`src/rtl/bitwise_logic_seq.sv`:
```
// Multi-cycle bitwise AND/OR/XOR/NOR unit: SLICE bits per cycle, start/done handshake.
// Optional zero-result flag enabled by defining BITLOGIC_ZERO_FLAG_EN.
module bitwise_logic_seq #(
  parameter int WIDTH = 32,
  parameter int SLICE = 8
) (
  input  logic             clk,
  input  logic             rst_n,
  input  logic             start,
  input  logic [1:0]       op,
  input  logic [WIDTH-1:0] a,
  input  logic [WIDTH-1:0] b,
  output logic             busy,
  output logic             done,
  output logic [WIDTH-1:0] res,
  output logic             zero
);

  localparam int NSLICE = WIDTH / SLICE;
  localparam int CW     = (NSLICE > 1) ? $clog2(NSLICE) : 1;
  localparam logic [CW-1:0] LAST = CW'(NSLICE - 1);

  typedef enum logic {IDLE = 1'b0, RUN = 1'b1} state_t;

  state_t           state_q, state_d;
  logic [CW-1:0]    cnt_q, cnt_d;
  logic [1:0]       op_q, op_d;
  logic [WIDTH-1:0] a_q, a_d, b_q, b_d, res_q, res_d;
  logic             done_q, done_d;
  logic [SLICE-1:0] a_sl, b_sl, f_sl;

  assign a_sl = a_q[int'(cnt_q)*SLICE +: SLICE];
  assign b_sl = b_q[int'(cnt_q)*SLICE +: SLICE];

  always_comb begin
    case (op_q)
      2'b00:   f_sl = a_sl & b_sl;
      2'b01:   f_sl = a_sl | b_sl;
      2'b10:   f_sl = a_sl ^ b_sl;
      default: f_sl = ~(a_sl | b_sl);
    endcase
  end

`ifdef BITLOGIC_ZERO_FLAG_EN
  // nz_q remembers whether any slice written so far was non-zero.
  logic nz_q, nz_d, zero_q, zero_d;
`endif

  always_comb begin
    state_d = state_q;
    cnt_d   = cnt_q;
    op_d    = op_q;
    a_d     = a_q;
    b_d     = b_q;
    res_d   = res_q;
    done_d  = 1'b0;
`ifdef BITLOGIC_ZERO_FLAG_EN
    nz_d    = nz_q;
    zero_d  = zero_q;
`endif
    case (state_q)
      IDLE: begin
        if (start) begin
          op_d    = op;
          a_d     = a;
          b_d     = b;
          res_d   = '0;
          cnt_d   = '0;
          state_d = RUN;
`ifdef BITLOGIC_ZERO_FLAG_EN
          nz_d    = 1'b0;
          zero_d  = 1'b0;
`endif
        end
      end
      default: begin
        res_d[int'(cnt_q)*SLICE +: SLICE] = f_sl;
`ifdef BITLOGIC_ZERO_FLAG_EN
        nz_d = nz_q | (|f_sl);
`endif
        if (cnt_q == LAST) begin
          cnt_d   = '0;
          done_d  = 1'b1;
          state_d = IDLE;
`ifdef BITLOGIC_ZERO_FLAG_EN
          zero_d  = ~(nz_q | (|f_sl));
`endif
        end else begin
          cnt_d = cnt_q + 1'b1;
        end
      end
    endcase
  end

  always_ff @(posedge clk or negedge rst_n) begin
    if (!rst_n) begin
      state_q <= IDLE;
      cnt_q   <= '0;
      op_q    <= '0;
      a_q     <= '0;
      b_q     <= '0;
      res_q   <= '0;
      done_q  <= 1'b0;
    end else begin
      state_q <= state_d;
      cnt_q   <= cnt_d;
      op_q    <= op_d;
      a_q     <= a_d;
      b_q     <= b_d;
      res_q   <= res_d;
      done_q  <= done_d;
    end
  end

`ifdef BITLOGIC_ZERO_FLAG_EN
  always_ff @(posedge clk or negedge rst_n) begin
    if (!rst_n) begin
      nz_q   <= 1'b0;
      zero_q <= 1'b0;
    end else begin
      nz_q   <= nz_d;
      zero_q <= zero_d;
    end
  end
  assign zero = zero_q;
`else
  assign zero = 1'b0;
`endif

  assign busy = (state_q == RUN);
  assign done = done_q;
  assign res  = res_q;

endmodule

```
`config.mk`:
```
export PLATFORM = sky130hd
export DESIGN_NAME = bitwise_logic_seq
export DESIGN_NICKNAME = d
export VERILOG_FILES = /design/src/rtl/bitwise_logic_seq.sv
export SDC_FILE = /design/constraint.sdc
export NUM_CORES = 1
export LEC_CHECK = 0
export BUFFER_PORTS_ARGS = -buffer_cell sky130_fd_sc_hd__buf_2
export CORE_ASPECT_RATIO = 0.9
export CORE_MARGIN = 4
export CORE_UTILIZATION = 38
export DETAILED_ROUTE_END_ITERATION = 8
export GPL_TIMING_DRIVEN = 0
export HOLD_SLACK_MARGIN = 0.02
export PLACE_DENSITY = 0.69
export RECOVER_POWER = 25
export SLEW_MARGIN = 20
export SYNTH_ARGS = -nofsm -noshare
export SYNTH_HDL_FRONTEND = slang
export SYNTH_SLANG_ARGS = --single-unit
```
`constraint.sdc`:
```
create_clock -name clk -period 3.65 [get_ports clk]
set_input_delay 1.095 -clock clk [delete_from_list [all_inputs] [get_ports clk]]
set_output_delay 1.095 -clock clk [all_outputs]
set_load 0.05 [all_outputs]
```
==> results.sh <==
export IMPL_critPathBufInv=3
export IMPL_crit_family="buffers and inverters"
export IMPL_post_cts_buffers=0
export IMPL_row_count=38
export IMPL_power_switching_uw=2530
export IMPL_slew_headroom=-0.515
export IMPL_gp_congestion=0.808
export IMPL_hp_class="reg -> reg"
export IMPL_first_pass_iters=4
export IMPL_synth_common_cells="102 x dfrtp_1, 73 x mux2_2, 34 x nand2_1, 26 x o21ai_0, 20 x ha_1"
export IMPL_syn_num_nets=449
export IMPL_whs_path_depth=2
export IMPL_p_sw_frac=0.423
export IMPL_grt_pass1_wl_um=17700
export IMPL_fin_crit_ps=3180
export IMPL_dr_total_vias=3158
export IMPL_drive_gt1_frac=0.484
export IMPL_cts_tree="done"
export IMPL_ys_types=28
export IMPL_crit_chain="buf_2, buf_1, mux4_2, inv_1, ha_1, mux2_2, a21oi_1, o21ai_0"
export IMPL_ys_async_sr_fraction=1.00
export IMPL_clkSinkCount=102
export IMPL_ant_nets=0
export IMPL_crit_type="reg -> reg"
export IMPL_syn_to_final_growth_pct=21.9
export IMPL_cts_root_buffer="clkbuf_16"
export IMPL_synth_area_sq_um=4740
export IMPL_rsz0062_at_grt="false"
export IMPL_synth_area_leader_cell="dfrtp_1"
export IMPL_worst_slew_pin_slew_ps=2270
export IMPL_yosys_warnings=0
export IMPL_end_kind="flip-flop"
export IMPL_cts_hold_buf=0
export IMPL_powerDensity_nw_per_um2=1040
export IMPL_irDropWorstVdd_uv=319
export IMPL_internal_power_uw=3450
export IMPL_viasPerCell=4.94
export IMPL_synthCells=360
export IMPL_start_util=0.391
export IMPL_grt_max_degree=55
export IMPL_hp_start="res[26]"
export IMPL_cp_start_kind="flip-flop"
export IMPL_p_clk_frac=0.160
export IMPL_clock_fmax_ghz=0.314
export IMPL_p_leak_uw=0.00274
export IMPL_fp_dieW_um=126
export IMPL_rr_startpoint="cnt_q[1]"
export IMPL_yosysMostFrequentCell="dfrtp_1"
export IMPL_fp_dieH_um=114
export IMPL_drv_slew=49
export IMPL_antenna_found_initial=0
export IMPL_htreeDepth=3
export IMPL_status="finished with violations"
export IMPL_place_inst=623
export IMPL_worstPathRequired_ps=3850
export IMPL_routed_wl_um=11100
export IMPL_antenna_cells=0
export IMPL_period_share=0.871
export IMPL_maxCapViolCount=1
export IMPL_grt_pass1_vias=3421
export IMPL_worstPathArrival_ps=3380
export IMPL_drt_iter0_markers=154
export IMPL_synth_edff_count=0
export IMPL_cp_max_fo=10
export IMPL_clkTransAtPathRegs_ps=70
export IMPL_syn_area_per_cell_sq_um=13.2
export IMPL_core_area_sq_um=12100
export IMPL_ys_ff_latch=102
export IMPL_design_final_nets=563
export IMPL_gr_total_overflow=0
export IMPL_r2r_slack_ps=470
export IMPL_pwr_share_seq=0.321
export IMPL_reg2regPathDepth=8
export IMPL_finClkSkew_ps=8.42
export IMPL_numPortBuffers=102
export IMPL_cpMaxStageDelayCell="buf_1"
export IMPL_synth_flop_cell="dfrtp_1"
export IMPL_routedWlPerCell_um=17.4
export IMPL_min_delay_worst_endpoint="res[26]"
export IMPL_finalSetupTns_ps=0
export IMPL_dp_hpwl_um=8170
export IMPL_die_area_sq_um=14300
export IMPL_cts_buffers=9
export IMPL_ctsResizeCount=0
export IMPL_synthTopCellsByArea="dfrtp_1 54%, mux2_2 17%, mux4_2 7.6%"
export IMPL_clockBufferDepth=2
export IMPL_slowest_delay_ps=630
export IMPL_ys_seq_area_frac=0.538
export IMPL_clk_latency_ps=340
export IMPL_violations="max-capacitance violations, max-slew violations"
export IMPL_r2r_end="res[4]"
export IMPL_hold_violations=0
export IMPL_pin_count=104
export IMPL_route_detailed_drc=0
export IMPL_setup_violations=0
export IMPL_gr_usage_all_layers=0.161
export IMPL_finalNonFillerCells=639
export IMPL_pwr_share_comb=0.519
export IMPL_synth_top_area_frac=0.538
[routing by layer]
layer	GRT usage	vias to the layer above	share of wire
met1	0.204	1555	0.43
met4	0.0550	0	0.018
li1	-	1496	-
met2	0.270	95	0.49
met5	0	-	0
met3	0.0440	12	0.056
[power by group through the flow]
stage | clock, uW | combinational, uW | sequential [uW]
floorplan | 0 | 1810 | 2370
global placement | 0 | 3030 | 1920
detailed placement | 0 | 3120 | 1950
CTS | 987 | 3160 | 1930
global route | 1020 | 3400 | 1990
finish | 955 | 3110 | 1920
[area by class of cell]
cell class | instances | area [sq um]
fill | 1106 | 6340
sequential | 102 | 2550
multi-input combinational | 218 | 2000
timing repair buffer | 103 | 541
clock buffer | 12 | 246
tap | 160 | 200
buffer | 22 | 120
inverter | 18 | 67.6
clock inverter | 4 | 53.8
[cell usage in the layout, fill, tap and decap left out, types with 2 or more instances in the layout]
cell type / instances
nor2_1: 12
inv_1: 17
a211oi_1: 7
mux2_2: 73
a21oi_1: 7
ha_1: 20
o21ai_2: 8
o21ai_0: 26
buf_2: 112
buf_4: 2
clkinvlp_4: 2
nand2_1: 34
dfrtp_1: 102
a21oi_2: 3
clkbuf_1: 8
buf_6: 2
clkbuf_16: 9
nor2b_1: 3
mux4_2: 16
[kinds of logic (layout without fill, tap and decap cells)]
group / after synthesis / after routing / synth area share
AND/OR/NAND/NOR: 55 / 55 / 0.0499
AO/OA/AOI/OAI: 53 / 53 / 0.0696
multiplexers: 89 / 89 / 0.249
flip-flops: 102 / 102 / 0.538
other: 1 / 1 / 0.000791
buffers and inverters: 40 / 159 / 0.0396
adder cells (fa/ha/maj): 20 / 20 / 0.0528
[worst reg2reg max path, cell delays in order (launching register included)]
cell and delay [ps]:
dfrtp_1 380, buf_2 310, buf_1 630, mux4_2 440, inv_1 80, ha_1 230
mux2_2 270, a21oi_1 490, o21ai_0 190
[worst max path at each step]
stage | cells after the start | slack (ps) | from | to
detailed placement | 8 | 480 | cnt_q[1] | res[4]
finish | 8 | 470 | cnt_q[1] | res[4]
global route | 8 | 330 | cnt_q[1] | res[12]
global placement | 1 | 460 | rst_n | b_q[17]
floorplan | 8 | 1260 | cnt_q[0] | res[14]
CTS | 8 | 440 | cnt_q[1] | res[4]
[per-stage QoR]
stage                     worst slack (ps)  instance area (sq um)  total power [uW]   util  hold WS (ps)
final                                  469                   5780              5990  0.477           479
after global routing                   327                   5780              6420  0.477           500
after CTS                              440                   5790              6070  0.477           481
after detailed placement               480                   5490              5070  0.453           466
after global placement                 459                   5450              4950  0.450           455
after floorplan                       1260                   4740              4190      -           475
[sequential cells by signal, indices dropped and copies added, names as in the netlist]
register  count
cnt_q         2
done          1
b_q          32
op_q          2
a_q          32
busy          1
res          32
No activity file was read; power rests on OpenSTA's default activity.
